===== config.mk =====
export PLATFORM = sky130hd
export DESIGN_NAME = sync_fifo_flags
export DESIGN_NICKNAME = d
export VERILOG_FILES = /design/src/rtl/sync_fifo_flags.sv
export SDC_FILE = /design/constraint.sdc
export NUM_CORES = 1
export LEC_CHECK = 0
export ABC_AREA = 1
export CORE_ASPECT_RATIO = 1.25
export CORE_MARGIN = 2
export CORE_UTILIZATION = 45
export DETAILED_ROUTE_END_ITERATION = 8
export GPL_ROUTABILITY_DRIVEN = 1
export MAX_ROUTING_LAYER = met4
export PLACE_DENSITY = 0.66
export SLEW_MARGIN = 5
export SYNTH_ARGS = -nofsm -noshare
export SYNTH_HDL_FRONTEND = slang
export SYNTH_SLANG_ARGS = --single-unit

===== constraint.sdc =====
create_clock -name clk -period 2.98 [get_ports clk]
set_input_delay 0.596 -clock clk [delete_from_list [all_inputs] [get_ports clk]]
set_output_delay 0.596 -clock clk [all_outputs]
set_load 0.005 [all_outputs]

===== src/rtl/sync_fifo_flags.sv =====
// Single-clock FIFO with occupancy count, almost-full/almost-empty thresholds,
// overflow/underflow error pulses, optional first-word-fall-through read mode
// and support for any depth (pointers wrap explicitly, not by overflow).
module sync_fifo_flags #(
    parameter int WIDTH     = 8,
    parameter int DEPTH     = 16,
    parameter int AF_THRESH = DEPTH - 2,
    parameter int AE_THRESH = 2,
    parameter int FWFT      = 0
) (
    input  logic                       clk,
    input  logic                       rst,
    input  logic                       wr_en,
    input  logic [WIDTH-1:0]           din,
    input  logic                       rd_en,
    output logic [WIDTH-1:0]           dout,
    output logic                       full,
    output logic                       empty,
    output logic                       almost_full,
    output logic                       almost_empty,
    output logic [$clog2(DEPTH+1)-1:0] count,
    output logic                       overflow,
    output logic                       underflow
);

    localparam int CW = $clog2(DEPTH + 1);
    localparam int PW = $clog2(DEPTH);

    localparam logic [CW-1:0] AF_LEVEL  = CW'(AF_THRESH);
    localparam logic [CW-1:0] AE_LEVEL  = CW'(AE_THRESH);
    localparam logic [CW-1:0] FULL_LVL  = CW'(DEPTH);
    localparam logic [PW-1:0] LAST_SLOT = PW'(DEPTH - 1);

    // Reject illegal configurations at elaboration rather than misbehaving silently.
    if (WIDTH < 1) begin : g_bad_width
        $error("sync_fifo_flags: WIDTH must be >= 1");
    end
    if (DEPTH < 2) begin : g_bad_depth
        $error("sync_fifo_flags: DEPTH must be >= 2");
    end
    if (AF_THRESH < 0 || AF_THRESH > DEPTH) begin : g_bad_af
        $error("sync_fifo_flags: AF_THRESH must lie in 0..DEPTH");
    end
    if (AE_THRESH < 0 || AE_THRESH > DEPTH) begin : g_bad_ae
        $error("sync_fifo_flags: AE_THRESH must lie in 0..DEPTH");
    end
    if (FWFT != 0 && FWFT != 1) begin : g_bad_fwft
        $error("sync_fifo_flags: FWFT must be 0 or 1");
    end

    logic [WIDTH-1:0] mem [DEPTH];
    logic [PW-1:0]    wr_ptr;
    logic [PW-1:0]    rd_ptr;
    logic [WIDTH-1:0] dout_r;
    logic             rd_accept;
    logic             wr_accept;

    // Flags are pure decodes of the registered count.
    assign full         = (count == FULL_LVL);
    assign empty        = (count == '0);
    assign almost_full  = (count >= AF_LEVEL);
    assign almost_empty = (count <= AE_LEVEL);

    // A read needs data already present; a write into a full FIFO is allowed
    // only when a read frees a slot on the same edge.
    assign rd_accept = rd_en && !empty;
    assign wr_accept = wr_en && (!full || rd_accept);

    // Storage array: written on accepted writes only.
    // NOTE: the memory has no reset -- its contents are meaningless until
    // written, and leaving it unreset lets it map onto RAM primitives.
    always_ff @(posedge clk) begin
        if (wr_accept) begin
            mem[wr_ptr] <= din;
        end
    end

    // Pointers, occupancy, registered read data and error pulses.
    // NOTE: all state here uses non-blocking assignments so every register
    // samples the pre-edge values, e.g. a same-edge read sees the old word.
    always_ff @(posedge clk or posedge rst) begin
        if (rst) begin
            wr_ptr    <= '0;
            rd_ptr    <= '0;
            count     <= '0;
            dout_r    <= '0;
            overflow  <= 1'b0;
            underflow <= 1'b0;
        end else begin
            overflow  <= wr_en && !wr_accept;
            underflow <= rd_en && !rd_accept;

            if (wr_accept) begin
                if (wr_ptr == LAST_SLOT) wr_ptr <= '0;
                else                     wr_ptr <= wr_ptr + 1'b1;
            end

            if (rd_accept) begin
                dout_r <= mem[rd_ptr];
                if (rd_ptr == LAST_SLOT) rd_ptr <= '0;
                else                     rd_ptr <= rd_ptr + 1'b1;
            end

            if (wr_accept && !rd_accept) begin
                count <= count + 1'b1;
            end else if (rd_accept && !wr_accept) begin
                count <= count - 1'b1;
            end
        end
    end

    // Output mux: in FWFT mode the head word is shown while data is present;
    // otherwise (and whenever empty) the last popped word is held.
    // NOTE: the default assignment first keeps this block free of latches.
    always_comb begin
        dout = dout_r;
        if (FWFT != 0 && !empty) begin
            dout = mem[rd_ptr];
        end
    end

endmodule

==> impl_results.md, run 1 <==
* Overflow after GRT at 0
* Hold_buf cts at 0
* Worst setup SP type: flip-flop
* Via/cell ratio at 5.14
* Layout Skew at 0.00954 ns
* Synthesis Warnings at 0
* CP Max Fanout at 6
* Max-Slew Margin vs Limit at 34.3%
* Cell Pwr Density at 941 mW/mm2
* Share of cells above drive strength 1 at 7.86%
* Sequential fraction of the synthesis area at 66.9%
* Critical path, cell by cell: nor2_1, nand3_1, inv_1, clkdlybuf4s50_1
* Post-synthesis cell area at 0.00661 mm2
* Crit path largest cell delay at 0.49 ns
* Root buf cell: clkbuf_16
* Final setup fails at 0
* P_leak at 0.00329 uW
* Vias at 4514
* Post-CTS setup buffer count at 0
* Cts bufs inserted at 17
* CTS H-Tree Depth at 4
* Die X at 112 um
* Die H at 139 um
* Hold Crit Class: reg2reg
* Critical Path Sink Type: primary output
* Clock sink total at 151
* Initial antenna violation count at 0
* Slew @ Worst Pin at 0.984 ns
* Crit-path slowest cell: clkdlybuf4s50_1
* WP data required at 2.38 ns
* Signal arrival time at the worst endpoint at 1.77 ns
* Max-slew violations at 0
* Initial drt markers at 416
* Post-synthesis net count at 663
* Max Cap Viol at 0
* Wire per inst at 17.1 um
* CTS tree: built
* Final min period at 2.36 ns
* Register-to-register setup slack at 0.70 ns
* Overall Global Routing Usage at 20.7%
* Cells after DPL at 846
* Worst vdd ir at 0.000526 V
* FMAX at 0.423 GHz
* Final Cycle Share at 79.3%
* Synthesis-stage register bit count at 151
* Core Box Area at 0.0143 mm2
* Total die area at 0.0157 mm2
* Distinct cells, synth at 21
* Port Buffer Count at 30
* Clock Path Buffers at 2
* Final cell count without fillers at 878
* Vias in the first global route at 4523
* DRC violations left at 0
* First-pass GRT wire length at 23800 um
* Final HPWL DP at 9610 um
* Synth Instances at 641
* Initial Utilization at 46.1%
* Layout area overhead at 17.6%
* Status: complete, no violations
* I/O pins at 31
* Pin count of the biggest net entering global routing at 67
* Worst path top cell family by delay: buffers and inverters
* Setup tns final at 0 ns
* Final Hold Viols at 0
* Post-Syn Area per Cell at 10.3 um2
* CP Class: reg2out
* WP buf/inv at 2
* FP Rows at 49
* DRT Pass-1 Iters at 5
* Routed wire length at 15000 um
* Worst-path clk slew at 0.06 ns
* Diodes inserted at 0
* DRT antenna net count at 0
* Layout Nets at 709
* Clk_lat worst skew at 0.42 ns
* Gpl congestion at 0.879
* Unrepaired setup endpoints after global routing: no
* Post-CTS resize count at 0
## tightest hold or removal path, cell delays in order (launching register included)
cell and delay [ns]:
dfrtp_1 0.34, nor2_1 0.05, a21oi_1 0.10
## cells in the mapped netlist
master | instances | area (um2)
buf_6 | 2 | 22.5
xor2_1 | 6 | 52.6
fa_1 | 1 | 20.0
dfrtp_1 | 23 | 576
ha_1 | 9 | 113
clkinv_1 | 3 | 11.3
xnor2_1 | 1 | 8.76
buf_2 | 14 | 70.1
edfxtp_1 | 128 | 3840
nand3_1 | 100 | 500
buf_1 | 1 | 3.75
inv_2 | 2 | 7.51
clkbuf_1 | 2 | 7.51
nor3_1 | 3 | 15.0
a21oi_1 | 19 | 95.1
nor2_1 | 37 | 139
nor2_2 | 1 | 6.26
nand2_1 | 180 | 676
inv_1 | 95 | 357
buf_4 | 6 | 45.0
o21ai_0 | 8 | 40.0
## routing by layer
metal | vias up | global-route usage, % | share of wire (%)
met2 | 136 | 35.5 | 52
met1 | 2174 | 24.2 | 41
met5 | - | - | 0
met3 | 24 | 4.01 | 4.7
li1 | 2180 | - | -
met4 | 0 | 7.64 | 2.3
## cells in the final DEF, fill, tap and decap left out
master / instances
clkinv_1: 3
fa_1: 1
clkbuf_16: 17
inv_1: 95
xor2_1: 6
clkinvlp_4: 2
dfrtp_2: 1
clkinv_4: 2
clkinv_2: 2
inv_2: 2
ha_1: 9
clkbuf_1: 3
nor2_1: 37
edfxtp_1: 128
nor3_1: 3
buf_4: 22
nor2_2: 1
nand2_1: 180
o21ai_0: 8
dfrtp_1: 22
clkdlybuf4s50_1: 30
bufinv_16: 4
inv_6: 1
nand3_1: 100
clkbuf_8: 1
a21oi_1: 19
xnor2_1: 1
## sequential cells by signal, indices dropped and copies added, names as in the netlist
signal	flops
dout	8
underflow	1
wr_ptr	4
mem	128
count	5
overflow	1
rd_ptr	4
## through the flow
stage / util [%] / setup slack, ns / hold WS (ns) / area [um2] / power [uW]
floorplan: - / 0.836 / 0.517 / 6610 / 4310
global placement: 49.8 / 0.374 / 0.513 / 7150 / 5020
detailed placement: 49.8 / 0.264 / 0.520 / 7150 / 5090
CTS: 54.2 / 0.596 / 0.532 / 7770 / 7330
global route: 54.2 / 0.454 / 0.576 / 7770 / 7740
finish: 54.2 / 0.616 / 0.526 / 7770 / 7310
## area by class of cell
type,count,area (um2)
inverters,100,375
repair buffers,52,465
clock buffers,21,450
flip-flops and latches,151,4420
clock inverters,11,171
well taps,178,223
fillers,1251,6580
multi-input cells,365,1670
## worst paths after layout
check	depth (start not counted)	startpoint	endpoint
worst max-delay path	4	count[0]	empty
worst min-delay path	2	dout[2]	dout[2]
worst max register to register	13	count[0]	count[4]
worst min register to register	2	dout[2]	dout[2]
max in group asynchronous	2	rst	rd_ptr[0]
min in group asynchronous	2	rst	count[1]
## cell families after synthesis
family / count (synthesis) / synth area share [%]
compound gates: 27 / 2.04
xor+xnor: 7 / 0.928
fa+ha+maj: 10 / 2.01
buf+inv: 125 / 7.93
flops: 151 / 66.9
simple gates: 321 / 20.2
## power by group
group          total (uW)  internal [uW]  switching (uW)
combinational        2230            820            1410
clock                2240           1420             818
sequential           2840           2590             246
Note: power is estimated with default switching activity, not from simulation.
==> run 2, diff against run 1 <==
- clock period: 2.98 -> 2.2 ns (I/O delays scaled with it)
==> impl_results.md, run 2 (synthesized netlist as in run 1, its figures left out) <==
* Status: complete, no violations (unchanged)
* Port Buffer Count at 30 (unchanged)
* Layout Skew at 0.00753 ns (was 0.00954 ns)
* Initial antenna violation count at 0 (unchanged)
* Worst path top cell family by delay: buffers and inverters (unchanged)
* Layout area overhead at 20.3% (was 17.6%)
* Die H at 139 um (unchanged)
* Clock sink total at 151 (unchanged)
* Critical Path Sink Type: primary output (unchanged)
* CTS tree: built (unchanged)
* Signal arrival time at the worst endpoint at 1.69 ns (was 1.77 ns)
* DRT antenna net count at 0 (unchanged)
* Final setup fails at 0 (unchanged)
* DRC violations left at 0 (unchanged)
* Wire per inst at 16.7 um (was 17.1 um)
* Clock Path Buffers at 2 (unchanged)
* Filler instances at 1211 (was 1251)
* Setup tns final at 0 ns (unchanged)
* CP Class: reg2out (unchanged)
* Vias at 4623 (was 4514)
* Gpl congestion at 0.877 (was 0.879)
* I/O pins at 31 (unchanged)
* FP Rows at 49 (unchanged)
* Initial Utilization at 46.1% (unchanged)
* DRT Pass-1 Iters at 7 (was 5)
* Worst-path clk slew at 0.06 ns (about the same)
* Critical path, cell by cell: nor2_4, nand3_1, inv_1, clkdlybuf4s50_1 (was nor2_1, nand3_1, inv_1, clkdlybuf4s50_1)
* Pin count of the biggest net entering global routing at 46 (was 67)
* Max-Slew Margin vs Limit at 52.8% (was 34.3%)
* Crit path largest cell delay at 0.49 ns (about the same)
* Max reg flops at 128 (unchanged)
* Place WS at -0.229 ns (was 0.264 ns)
* Overall Power at 9990 uW (was 7310 uW)
* Core Box Area at 0.0143 mm2 (unchanged)
* CTS H-Tree Depth at 4 (unchanged)
* Routed wire length at 15000 um (about the same)
* Share of cells above drive strength 1 at 11.7% (was 7.86%)
* Total die area at 0.0157 mm2 (unchanged)
* Final worst setup slack at 0.0716 ns (was 0.616 ns)
* Final HPWL DP at 9690 um (was 9610 um)
* Initial drt markers at 404 (was 416)
* Root buf cell: clkbuf_16 (unchanged)
* P_leak at 0.00339 uW (was 0.00329 uW)
* Overall Global Routing Usage at 20.4% (was 20.7%)
* Leading cell types in the layout, fill and taps excluded: nand2_1, edfxtp_1, nand3_1 (unchanged)
* Final min period at 2.13 ns
* First-pass GRT wire length at 23500 um (was 23800 um)
* Overflow after GRT at 0 (unchanged)
* Top reg by flops: mem (unchanged)
* Cell Pwr Density at 1260 mW/mm2 (was 941 mW/mm2)
* Crit-path slowest cell: clkdlybuf4s50_1 (unchanged)
* Vias in the first global route at 4494 (was 4523)
* FMAX at 0.470 GHz
* Hold_buf cts at 0 (unchanged)
* Diodes inserted at 0 (unchanged)
* Clk_lat worst skew at 0.42 ns (about the same)
* Final Hold Viols at 0 (unchanged)
* Via/cell ratio at 5.14 (about the same)
* Die X at 112 um (unchanged)
* Max-slew violations at 0 (unchanged)
* Max Cap Viol at 0 (unchanged)
* Layout Nets at 730 (was 709)
* Worst setup SP type: flip-flop (unchanged)
* Slew @ Worst Pin at 0.706 ns (was 0.984 ns)
* WP buf/inv at 2 (unchanged)
* Cts bufs inserted at 17 (unchanged)
* Fin util at 55.4% (was 54.2%)
* Final Cycle Share at 96.7%
* Worst vdd ir at 0.000844 V (was 0.000526 V)
* Most common cell after layout, fill and taps aside: nand2_1 (unchanged)
* Hold Crit Class: in2async (was reg2reg)
* WP data required at 1.76 ns (was 2.38 ns)
* CP Max Fanout at 3 (was 6)
-- run 2: cell type report --
cell class                      instances  area [um2]  share of cell area, %
Clock buffer                           22         484                   6.09
Inverter                              100         375                   4.72
Clock inverter                         10         118                   1.48
Sequential cell                       151        4420                   55.6
Multi-Input combinational cell        365        1690                   21.3
Timing Repair Buffer                   73         636                   8.00
Tap cell                              178         223                   2.80
-- run 2: metrics by stage --
step	hold slack, ns	cells	cell area, um2
global route	0.423	899	7950
finish	0.375	899	7950
CTS	0.383	897	7910
detailed placement	0.518	865	7300
global placement	0.514	865	7300
floorplan	0.442	641	6610
-- run 2: final timing paths --
kind                          start   endpoint  slack [ns]  cells after the start
max in group asynchronous       rst  rd_ptr[0]        1.55                      3
max reg2reg                count[3]   count[4]        0.08                     13
min reg2reg                 dout[4]    dout[4]        0.54                      2
min in group clk            dout[4]    dout[4]        0.54                      2
max                        count[3]       full        0.07                      4
min                             rst   count[3]        0.37                      3
-- run 2: routing by layer --
layer | up-vias | share of wire [%] | global-route usage, %
met2 | 179 | 51 | 34.3
met4 | 0 | 4.0 | 8.79
met1 | 2188 | 39 | 23.6
met5 | - | 0 | -
li1 | 2217 | - | -
met3 | 39 | 5.7 | 4.18
-- run 2: tightest hold or removal path: cells and delay by family --
family                 cells  cell delay [ns]
buffers and inverters      3             0.75
-- run 2: power by group --
group,internal (uW),switching [uW],leakage (uW)
combinational,1260,2070,0.00167
clock,1790,1110,0.000286
sequential,3520,241,0.00143
total,6570,3420,0.00339
-- run 2: timing repair --
action	CTS	global route
buffers inserted	0	2
setup endpoints to repair	0	5
gates resized for setup	0	9
==> run 3, diff against run 2 <==
- ABC_CLOCK_PERIOD_IN_PS: not set -> 2200
- CORE_MARGIN: 2 -> not set
==> impl_results.md, run 3 (synthesized netlist as in run 1, its figures left out) <==
* Status: complete, no violations (unchanged)
* CTS tree: built (unchanged)
* Register-to-register setup slack at 0.11 ns (was 0.08 ns)
* Clock Path Buffers at 2 (unchanged)
* Worst setup SP type: flip-flop (unchanged)
* Slew @ Worst Pin at 0.702 ns (was 0.706 ns)
* Filler instances at 1231 (was 1211)
* Share of cells above drive strength 1 at 10.6% (was 11.7%)
* FMAX at 0.476 GHz (was 0.470 GHz)
* Register area at 0.00442 mm2 (unchanged)
* CTS H-Tree Depth at 4 (unchanged)
* Layout area overhead at 19.7% (was 20.3%)
* Final min period at 2.10 ns (was 2.13 ns)
* Max-slew violations at 0 (unchanged)
* Most common cell after layout, fill and taps aside: nand2_1 (unchanged)
* Fin util at 55.1% (was 55.4%)
* Total die area at 0.0152 mm2 (was 0.0157 mm2)
* DRC violations left at 0 (unchanged)
* Leading cell types in the layout, fill and taps excluded: nand2_1, edfxtp_1, nand3_1 (unchanged)
* Critical Path Sink Type: primary output (unchanged)
* Vias in the first global route at 4607 (was 4494)
* Diodes inserted at 0 (unchanged)
* Max reg flops at 128 (unchanged)
* Layout Skew at 0.00973 ns (was 0.00753 ns)
* WP data required at 1.76 ns (about the same)
* CP Class: reg2out (unchanged)
* Hold Crit Class: in2async (unchanged)
* Max Cap Viol at 0 (unchanged)
* Vias at 4631 (was 4623)
* Reg2reg start: count[4] (was count[3])
* P_leak at 0.00335 uW (was 0.00339 uW)
* Port Buffer Count at 30 (unchanged)
* Signal arrival time at the worst endpoint at 1.66 ns (was 1.69 ns)
* Cells after DPL at 859 (was 865)
* CP Max Fanout at 3 (unchanged)
* Final Cycle Share at 95.5% (was 96.7%)
* Initial Utilization at 46.1% (unchanged)
* Final setup fails at 0 (unchanged)
* FP Rows at 49 (unchanged)
* Worst-path clk slew at 0.06 ns (about the same)
* Multi-input gate area at 0.00169 mm2 (unchanged)
* Final cell count without fillers at 892 (was 899)
* Routed wire length at 14700 um (was 15000 um)
* Initial antenna violation count at 0 (unchanged)
* Cell Pwr Density at 1260 mW/mm2 (about the same)
* Die X at 110 um (was 112 um)
* Final Hold Viols at 0 (unchanged)
* Core Box Area at 0.0143 mm2 (unchanged)
* Pin count of the biggest net entering global routing at 67 (was 46)
* Max-Slew Margin vs Limit at 53.1% (was 52.8%)
* First-pass GRT wire length at 23200 um (was 23500 um)
* Die H at 137 um (was 139 um)
* Root buf cell: clkbuf_16 (unchanged)
* DRT antenna net count at 0 (unchanged)
* Cts bufs inserted at 17 (unchanged)
* I/O pins at 31 (unchanged)
* Initial drt markers at 300 (was 404)
* DRT Pass-1 Iters at 6 (was 7)
* Layout Nets at 723 (was 730)
* Wire per inst at 16.5 um (was 16.7 um)
* Via/cell ratio at 5.19 (was 5.14)
* Overflow after GRT at 0 (unchanged)
* Worst vdd ir at 0.000634 V (was 0.000844 V)
* Clk_lat worst skew at 0.42 ns (about the same)
* Gpl congestion at 0.787 (was 0.877)
* Final HPWL DP at 9320 um (was 9690 um)
* Top reg by flops: mem (unchanged)
* R2R cell count at 12 (was 13)
* Overall Global Routing Usage at 22.1% (was 20.4%)
* Clock sink total at 151 (unchanged)
* Overall Power at 9930 uW (was 9990 uW)
* Crit path from: count[3] (unchanged)
## run 3: changes by cell type in the layout (fill, tap and decap cells not counted), moves of 2 or more
cell / change
clkinv_1: +2
buf_12: +2
clkbuf_8: -4
buf_4: -9
## run 3: worst max-delay path: stages (launching register included)
cell and delay, ns:
dfrtp_1 0.40, nor2_4 0.16, nand3_2 0.12, inv_1 0.07, clkdlybuf4s50_1 0.49
## run 3: final timing paths
check | endpoint
setup / recovery | empty
max in group asynchronous | rd_ptr[0]
setup reg to reg | count[4]
hold / removal | dout[7]
hold reg to reg | dout[4]
min in group clk | dout[4]
## run 3: final cells by class
class | instances | area share (%)
inverter | 100 | 4.75
multi-input combinational | 365 | 21.4
clock inverter | 14 | 2.01
timing repair buffer | 66 | 7.69
clock buffer | 18 | 5.43
tap | 178 | 2.82
sequential | 151 | 55.9
## run 3: per-layer routing
layer	vias to the layer above	global-route usage [%]	part of all wire (%)
li1	2208	-	-
met1	2233	24.7	39
met2	156	37.5	52
met3	34	4.64	6.0
met4	0	10.8	2.6
met5	-	-	0
## run 3: report_power, final
group	total (uW)	switching [uW]	internal [uW]
Clock	2880	1110	1770
Combinational	3290	2040	1260
Sequential	3760	241	3520
## run 3: metrics by stage
stage | area [um2] | TNS, ns | hold WS [ns] | setup WS [ns]
after global placement | 7280 | -0.286 | 0.532 | -0.173
final | 7910 | 0 | 0.380 | 0.0980
after CTS | 7870 | 0 | 0.383 | 0.0121
after detailed placement | 7280 | -1.05 | 0.523 | -0.324
after global routing | 7910 | -0.00957 | 0.408 | -0.00957
after floorplan | 6610 | 0 | 0.442 | 0.0560
## run 3: what timing repair did
action                                  in CTS  in global routing
resized for setup                            0                 10
hold endpoints to repair                     0                  0
hold buffers                                 0                  0
endpoints found under the setup margin       0                  3
setup buffers                                0                  1
==> variant, RTL diff (config.mk and constraints of run 3) <==
Set the parameter `FWFT` to 1 (it was 0).
--- a/src/rtl/sync_fifo_flags.sv
+++ b/src/rtl/sync_fifo_flags.sv
@@ -6,7 +6,7 @@
     parameter int DEPTH     = 16,
     parameter int AF_THRESH = DEPTH - 2,
     parameter int AE_THRESH = 2,
-    parameter int FWFT      = 0
+    parameter int FWFT      = 1
 ) (
     input  logic                       clk,
     input  logic                       rst,
Formal check against the unedited RTL: not equivalent (a bounded check fails within 4 cycles, from zero or initial values and one cycle with rst high).
==> variant against run 3 <==
The run now ends with setup timing left; sequential power is 1% lower; area after synthesis increased by 4.9%; design area increased by 17%; setup slack worse by 370 ps; hold slack worse by 4.4 ps; total power up 29%; critical path depth increased by 15; synthesized cell count is 14% higher; sequential cell count is the same; largest power group is now combinational logic; routed wire length is 19% higher.
==> variant: results (changes against run 3) <==
[run_status]
run_status = complete, but fails checks
violations = setup timing

[global_route]
track_usage = 0.2382  ; +0.01695
grt_max_degree = 24  ; -64%

[route]
met2_length_mm = 8.928  ; +16%
wl_per_cell_um = 16.96  ; +2.8%
route.met3.wl_um = 966  ; +9.3%
first_iter_violations = 421  ; +40%
drt_first_pass_iters = 5  ; -1
drt-met1-wl_mm = 6.806  ; +19%

[setup_path]
path_max_fanout = 8  ; +5
critical-path-max-stage-delay_ps = 440  ; -50 ps
critPathSlowestCell = dfrtp_2
critPathBufInv = 12  ; +10

[pwr]
ir_drop_mv = 0.8475  ; +34%
internal_power_uw = 8140  ; +24%
leakage_uw = 0.004294  ; +28%

[synthesis]
synth_nets = 751  ; +13%
synthTopCellsByArea = edfxtp_1, nand2_1, dfrtp_1
synth_cell_types = 25  ; +19%
seq_area_frac_synth = 0.6374  ; -0.03126
avgSynthCellArea_um2 = 9.510  ; -7.8%
synthTopCellsByCount = nand2_1, inv_1, edfxtp_1

[timing]
setup_ws_ps = -272.0  ; -370.0 ps
skew_ps = 8.166  ; -1.567 ps
worst_pin_slew_ps = 797.2  ; +95.65 ps
setup_viol = 9  ; +9

[place]
dp_hpwl_mm = 10.12  ; +8.6%
gp_congestion = 0.8620  ; +9.5%
dp_cells = 967  ; +13%

[final_layout]
drive_gt1_frac = 0.2761  ; +0.1697

-- variant: worst min-delay path, delay by kind of cell --
| family | cells | cell delay, ps |
|---|---|---|
| buffers and inverters | 3 | 750 |
-- variant: final cells by class --
cell class,instances,area [um2]
clock buffer,17,425.4
clock inverter,15,136.4
fill,1142,5747
inverter,141,564.3
multi-input combinational,411,2228
sequential,151,4422
tap,182,227.7
timing repair buffer,116,1264
-- variant: path summary, 6_finish.rpt --
path / cells past startpoint / from / to / slack [ps]
hold / removal: 3 / rst / dout_r[4]$_DFFE_PP0P_ / 380
min in group clk: 2 / dout_r[3]$_DFFE_PP0P_ / dout_r[3]$_DFFE_PP0P_ / 480
setup reg to reg: 19 / rd_ptr[0]$_DFFE_PP0P_ / dout_r[0]$_DFFE_PP0P_ / -270
hold reg to reg: 2 / dout_r[3]$_DFFE_PP0P_ / dout_r[3]$_DFFE_PP0P_ / 480
setup / recovery: 19 / rd_ptr[0]$_DFFE_PP0P_ / dout_r[0]$_DFFE_PP0P_ / -270
max in group asynchronous: 3 / rst / rd_ptr[0]$_DFFE_PP0P_ / 1550
-- variant: power groups by stage --
stage / clock, uW / sequential, uW / combinational, uW
after floorplan: 0 / 3740 / 2490
after global placement: 0 / 3740 / 4150
after detailed placement: 0 / 3760 / 4270
after CTS: 2800 / 3710 / 5600
after global routing: 2910 / 3750 / 6870
final: 2760 / 3720 / 6360
-- variant: layer usage --
layer	vias to the layer above	track usage
li1	2517	-
met1	2535	0.2716
met2	193	0.4065
met3	51	0.04256
met4	0	0.1122
met5	-	-
-- variant: kinds of logic after synthesis --
logic type | after synthesis | synth area share
compound gates | 13 | 0.01101
xor+xnor | 7 | 0.008843
fa+ha+maj | 10 | 0.01913
buf+inv | 167 | 0.09998
flops | 151 | 0.6374
simple gates | 381 | 0.2236
-- variant: metrics by stage --
step	area, um2	setup WS [ps]	utilization	power, uW	hold WS (ps)
global route	9268	-324.9	0.6173	13530	401.0
finish	9268	-272.0	0.6173	12830	375.4
detailed placement	7780	-252.4	0.5182	8031	471.4
global placement	7780	-251.3	0.5182	7887	465.2
floorplan	6937	0.4432	-	6234	441.9
CTS	8914	-262.0	0.5937	12100	383.2
-- variant: timing repair --
item / 4_1_cts / 5_1_grt
setup buffers: 24 / 8
pin swaps: 34 / 41
resized for setup: 101 / 78
cloned: 6 / 3
endpoints found under the setup margin: 10 / 13
